### src/rtl/stepper_pulse_gen.sv
// Dual-axis stepper pulse generator.
// Latches a move command (per-joint step counts and directions) when the
// controller strobes dataReady. Both joints then step concurrently, one step
// per STEP_PERIOD clocks, after a DIR_SETUP hold that lets the drivers see a
// stable direction. stepperReady tells the controller when the next move may
// be loaded. moveDone pulses for one cycle when a move finishes.
// Every output comes straight from a flop. The step outputs are registered
// from the current period counter, so each pulse trails pc by one clock.

module stepper_pulse_gen #(
    parameter int STEP_PERIOD = 2000,
    parameter int PULSE_WIDTH = 200,
    parameter int DIR_SETUP   = 50
) (
    input  logic       clk,
    input  logic       reset,
    input  logic       enable,
    input  logic       dataReady,
    input  logic [7:0] steps1,
    input  logic [7:0] steps2,
    input  logic       dir1,
    input  logic       dir2,
    output logic       step1Out,
    output logic       step2Out,
    output logic       dir1Out,
    output logic       dir2Out,
    output logic       stepperReady,
    output logic       moveDone,
    output logic [7:0] remaining1,
    output logic [7:0] remaining2
);

    localparam int NUM_AXES = 2;
    localparam int PC_W     = (STEP_PERIOD > 1) ? $clog2(STEP_PERIOD) : 1;
    localparam int SC_W     = (DIR_SETUP > 1) ? $clog2(DIR_SETUP) : 1;

    localparam logic [PC_W-1:0] PC_LAST = PC_W'(STEP_PERIOD - 1);
    localparam logic [SC_W-1:0] SC_LAST = SC_W'(DIR_SETUP - 1);

    typedef enum logic [1:0] {
        ST_IDLE,
        ST_SETUP,
        ST_RUN,
        ST_DONE
    } state_t;

    state_t          state_reg;
    state_t          state_next;
    logic [PC_W-1:0] pc_reg;
    logic [PC_W-1:0] pc_next;
    logic [SC_W-1:0] setup_cnt_reg;
    logic [SC_W-1:0] setup_cnt_next;
    logic            ready_reg;
    logic            ready_next;
    logic            done_reg;
    logic            done_next;

    // Per-axis views of the command inputs and the per-axis state.
    logic [7:0]      steps_in       [NUM_AXES];
    logic            dir_in         [NUM_AXES];
    logic [7:0]      remaining_reg  [NUM_AXES];
    logic [7:0]      remaining_next [NUM_AXES];
    logic            dir_reg        [NUM_AXES];
    logic            dir_next       [NUM_AXES];
    logic            step_reg       [NUM_AXES];
    logic            step_next      [NUM_AXES];

    logic [NUM_AXES-1:0] axis_last;
    logic [NUM_AXES-1:0] axis_zero_in;

    logic load;
    logic period_end;
    logic pulse_phase;
    logic move_empty;
    logic move_last;

    assign steps_in[0] = steps1;
    assign steps_in[1] = steps2;
    assign dir_in[0]   = dir1;
    assign dir_in[1]   = dir2;

    // A command is only accepted while idle; strobes at other times are ignored.
    assign load        = (state_reg == ST_IDLE) && dataReady;

    // The edge at which every nonzero remaining count drops by one.
    assign period_end  = (state_reg == ST_RUN) && enable && (pc_reg == PC_LAST);

    // High-phase of the step waveform within the current period.
    assign pulse_phase = 32'(pc_reg) < 32'(PULSE_WIDTH);

    // Empty moves skip straight to DONE; the last period of a move ends in DONE.
    assign move_empty  = &axis_zero_in;
    assign move_last   = &axis_last;

    // Sequencer state, period counter and direction-setup counter.
    always_ff @(posedge clk or negedge reset) begin
        if (!reset) begin
            state_reg     <= ST_IDLE;
            pc_reg        <= '0;
            setup_cnt_reg <= '0;
        end else begin
            state_reg     <= state_next;
            pc_reg        <= pc_next;
            setup_cnt_reg <= setup_cnt_next;
        end
    end

    // Next-state logic; enable low freezes both counters in SETUP and RUN.
    always_comb begin
        state_next     = state_reg;
        pc_next        = pc_reg;
        setup_cnt_next = setup_cnt_reg;
        case (state_reg)
            ST_IDLE: begin
                if (dataReady) begin
                    state_next     = move_empty ? ST_DONE : ST_SETUP;
                    setup_cnt_next = '0;
                    pc_next        = '0;
                end
            end
            ST_SETUP: begin
                if (enable) begin
                    if (setup_cnt_reg == SC_LAST) begin
                        state_next = ST_RUN;
                        pc_next    = '0;
                    end else begin
                        setup_cnt_next = setup_cnt_reg + SC_W'(1);
                    end
                end
            end
            ST_RUN: begin
                if (enable) begin
                    if (pc_reg == PC_LAST) begin
                        pc_next = '0;
                        if (move_last) begin
                            state_next = ST_DONE;
                        end
                    end else begin
                        pc_next = pc_reg + PC_W'(1);
                    end
                end
            end
            ST_DONE: begin
                state_next = ST_IDLE;
            end
            default: begin
                state_next = ST_IDLE;
            end
        endcase
    end

    // Handshake outputs: ready drops on the load edge and returns one cycle
    // after the DONE cycle, so it trails the moveDone pulse by one clock.
    always_comb begin
        ready_next = (state_reg == ST_IDLE) && !dataReady;
        done_next  = (state_reg == ST_DONE);
    end

    // Registered handshake outputs.
    always_ff @(posedge clk or negedge reset) begin
        if (!reset) begin
            ready_reg <= 1'b1;
            done_reg  <= 1'b0;
        end else begin
            ready_reg <= ready_next;
            done_reg  <= done_next;
        end
    end

    genvar gi;
    generate
        for (gi = 0; gi < NUM_AXES; gi++) begin : g_axis
            // Count, direction and pulse for one joint.
            always_comb begin
                remaining_next[gi] = remaining_reg[gi];
                dir_next[gi]       = dir_reg[gi];
                if (load) begin
                    remaining_next[gi] = steps_in[gi];
                    dir_next[gi]       = dir_in[gi];
                end else if (period_end && (remaining_reg[gi] != 8'd0)) begin
                    remaining_next[gi] = remaining_reg[gi] - 8'd1;
                end
                // A joint with no steps left stays quiet for the rest of the move.
                step_next[gi] = (state_reg == ST_RUN) && enable && pulse_phase &&
                                (remaining_reg[gi] != 8'd0);
            end

            assign axis_last[gi]    = remaining_reg[gi] <= 8'd1;
            assign axis_zero_in[gi] = steps_in[gi] == 8'd0;

            // Per-joint registers; reset aborts any move in progress.
            always_ff @(posedge clk or negedge reset) begin
                if (!reset) begin
                    remaining_reg[gi] <= 8'd0;
                    dir_reg[gi]       <= 1'b0;
                    step_reg[gi]      <= 1'b0;
                end else begin
                    remaining_reg[gi] <= remaining_next[gi];
                    dir_reg[gi]       <= dir_next[gi];
                    step_reg[gi]      <= step_next[gi];
                end
            end
        end
    endgenerate

    assign step1Out     = step_reg[0];
    assign step2Out     = step_reg[1];
    assign dir1Out      = dir_reg[0];
    assign dir2Out      = dir_reg[1];
    assign remaining1   = remaining_reg[0];
    assign remaining2   = remaining_reg[1];
    assign stepperReady = ready_reg;
    assign moveDone     = done_reg;

endmodule

### config.mk
export PLATFORM = sky130hd
export DESIGN_NAME = stepper_pulse_gen
export DESIGN_NICKNAME = d
export VERILOG_FILES = /design/src/rtl/stepper_pulse_gen.sv
export SDC_FILE = /design/constraint.sdc
export NUM_CORES = 1
export LEC_CHECK = 0
export CAP_MARGIN = 0
export CORE_UTILIZATION = 37
export CTS_CLUSTER_DIAMETER = 200
export DETAILED_ROUTE_END_ITERATION = 10
export GPL_TIMING_DRIVEN = 0
export PLACE_DENSITY = 0.57
export SYNTH_ARGS = -nofsm -noshare
export SYNTH_HDL_FRONTEND = slang
export SYNTH_SLANG_ARGS = --single-unit
### constraint.sdc
create_clock -name clk -period 2.65 [get_ports clk]
set_clock_uncertainty 0.2 [all_clocks]
set_input_delay 0.265 -clock clk [delete_from_list [all_inputs] [get_ports clk]]
set_output_delay 0.265 -clock clk [all_outputs]
set_load 0.05 [all_outputs]
==> results.toml <==
[final_layout]
syn_to_final_growth_pct = 27.64
largest_reg_flops = 11
nets = 338
fin_area_sq_um = 3022
layout-drive-gt1-share = 0.07921
diodes = 0
final_common_cell = "clkdlybuf4s50_1"
ff_latch_area_sq_um = 1027
fill_cells = 589
multi_input_area_sq_um = 1285
final_cell_mix = "clkdlybuf4s50_1, dfrtp_1, nor2_1"
final_cell_count_no_fill = 378

[routing]
drt_iter0_drc = 77
routed_via_density = 5.225
drcViolationCount = 0
firstDrtPassIters = 4
ant_nets = 0
detail_route.wl_per_cell_microns = 14.86
totalWireLength_microns = 5617
vias = 1975

[timing]
setup_viol = 0
setup-tns-final_ns = 0
slew_viol_final = 0
fmaxAchievable_mhz = 401.6
period_share = 0.9397
rsz0062_at_grt = "false"
relSlewSlack = 0.5716
min_period_ns = 2.490
hold_viol = 0
worst_pin_slew_ns = 0.6367

[clocking]
cts_root_buffer = "clkbuf_8"
clkSlewWorstSetupHoldPaths_ns = 0.08
cts_tree = "built"
clock-sinks = 41
clk_path_buf_depth = 2
htree_levels = 2
insertion_delay_ns = 0.30
cts_buffers = 5

[grt]
antenna_found_initial = 0
grt_start_max_net_pins = 27
grt_pass1_wl_microns = 9370
grt_usage = 0.1853
gr-total-overflow = 0
grt_pass1_vias = 1931

[setup_path]
rr_worst_depth = 8
worst-setup-path-type = "reg -> reg"
cp-start-kind = "flop"
r2r_start = "state_reg[0]$_DFFE_PN0P_"
worstPathArrival_ns = 2.49
critPathCaptureType = "flop"
path_max_fanout = 9
crit_start = "state_reg[0]$_DFFE_PN0P_"
critPathRequiredTime_ns = 2.65

[outcome]
status = "completed"

[power_and_ir_drop]
intPower_uw = 1704
ir_drop_v = 0.0006774
p_leak_uw = 0.001245
p_per_area_nw_per_um2 = 1096
swShare = 0.4852
seq_power_share = 0.314
p_switching_uw = 1606
pwr-share-comb = 0.555
p_clk_frac = 0.130

[synth]
synthMuxAreaShare = 0.02273
synth.cell_area_sq_um = 2367
synth_ff_type = "dfrtp_1"
yosysSeqAreaShare = 0.4339
syn-instance-count = 250
synth_adder_area_share = 0.07400
synthSimpleGateAreaFrac = 0.2363
synth-compound-area-share = 0.1237
synth-edff-count = 0
ys_ff_latch = 41
syn_avg_cell_area_sq_um = 9.469
synthArstFlopShare = 1.000
syn_nets = 286
synth_xor_area_frac = 0.08140
yosysWarnings = 0
synth_top_family_by_area = "simple AND/OR/NAND/NOR gates"
synth.distinct_cells = 40

[die]
coreArea_sq_um = 6061
pin_count = 44
dieArea_sq_um = 6722
initial_core_util = 0.3906
num_rows = 28
die_h_microns = 81.99
die_x_microns = 81.99

[place]
dp.cells = 369
port_buffers = 43
place_area_sq_um = 2907
dp_hpwl_microns = 4134
routabilityCongestion = 0.8164

[hold_path]
hold_class = "in -> async"

[job]
max_cap_violations = 0
-- area by class of cell --
cell class | count | share of cell area
inverter | 10 | 0.01242
timing repair buffer | 46 | 0.1532
sequential | 41 | 0.3400
buffer | 6 | 0.008282
tap | 75 | 0.03106
multi-input combinational | 192 | 0.4253
clock buffer | 8 | 0.02981
-- path summary, 6_finish.rpt --
kind,end,slack (ns)
setup / recovery,pc_reg[6]$_DFFE_PN0P_,0.16
hold / removal,pc_reg[4]$_DFFE_PN0P_,0.21
setup reg to reg,pc_reg[6]$_DFFE_PN0P_,0.16
hold reg to reg,pc_reg[2]$_DFFE_PN0P_,0.31
max in group asynchronous,remaining2[7]$_DFFE_PN0P_,1.55
min in group clk,pc_reg[2]$_DFFE_PN0P_,0.31
-- synth_stat cells (all sizes together), types with 3 or more instances --
cell    instances  share of area
nand3b          4          0.013
xnor2           5          0.018
dfrtp          40           0.42
ha             14          0.074
nor4            8          0.027
nor2b           4          0.011
nand4          12          0.032
and3            3         0.0079
nand3           8          0.017
nor2           32          0.051
a21oi          23          0.049
mux2            3          0.014
nor4b           3          0.011
inv            10          0.016
o21ai           9          0.019
nor3            8          0.017
o31ai           7          0.024
nand2          13          0.021
xor2           17          0.063
clkbuf          5         0.0079
-- cell families after synthesis --
group	count (synthesis)
buffers and inverters	17
AOI/OAI and AO/OA	47
xor gates and xnor gates	22
adders and majority gates	14
DFF	41
muxes	5
and+or+nand+nor	104
-- stage by stage --
stage	hold slack [ns]	util	worst slack [ns]	power [uW]
5_1_grt	0.2654	0.4986	0.0005322	3558
4_1_cts	0.2223	0.4955	0.04561	3336
3_5_place_dp	0.01448	0.4796	-0.04925	2885
6_report	0.2131	0.4986	0.1599	3311
3_3_place_gp	0.2880	0.4771	-0.04777	2874
2_1_floorplan	-0.2306	-	0.3404	2287
-- worst max-delay path, stage by stage (launching register included) --
cell and delay [ns]:
dfrtp_1 0.37, inv_1 0.09, ha_1 0.24, nor2b_1 0.17, o21bai_1 0.25, or3_1 0.33, buf_2 0.18, or2_4 0.29
o41ai_2 0.27
-- power groups by stage --
stage | Combinational [uW] | Sequential, uW | Clock [uW]
2_1_floorplan | 736 | 1550 | 0
4_1_cts | 1840 | 1040 | 449
3_3_place_gp | 1820 | 1050 | 0
6_report | 1840 | 1040 | 431
5_1_grt | 2000 | 1080 | 478
3_5_place_dp | 1830 | 1060 | 0
-- layer usage --
layer / vias to the layer above / GRT usage / part of all wire / wire length (microns)
met1: 935 / 0.2629 / 0.49 / 2764
met3: 7 / 0.04444 / 0.030 / 167
met4: 0 / 0.06140 / 0.013 / 72
li1: 996 / - / - / -
met2: 37 / 0.2736 / 0.47 / 2614
met5: - / 0 / 0 / 0
-- repair_timing --
item	CTS	global route
endpoints found under the setup margin	11	12
hold buffers	1	0
endpoints found under the hold margin	15	0
gates resized for setup	0	2
pin swaps	0	1
setup buffers	0	1
Power figures use the tool's default switching activity.
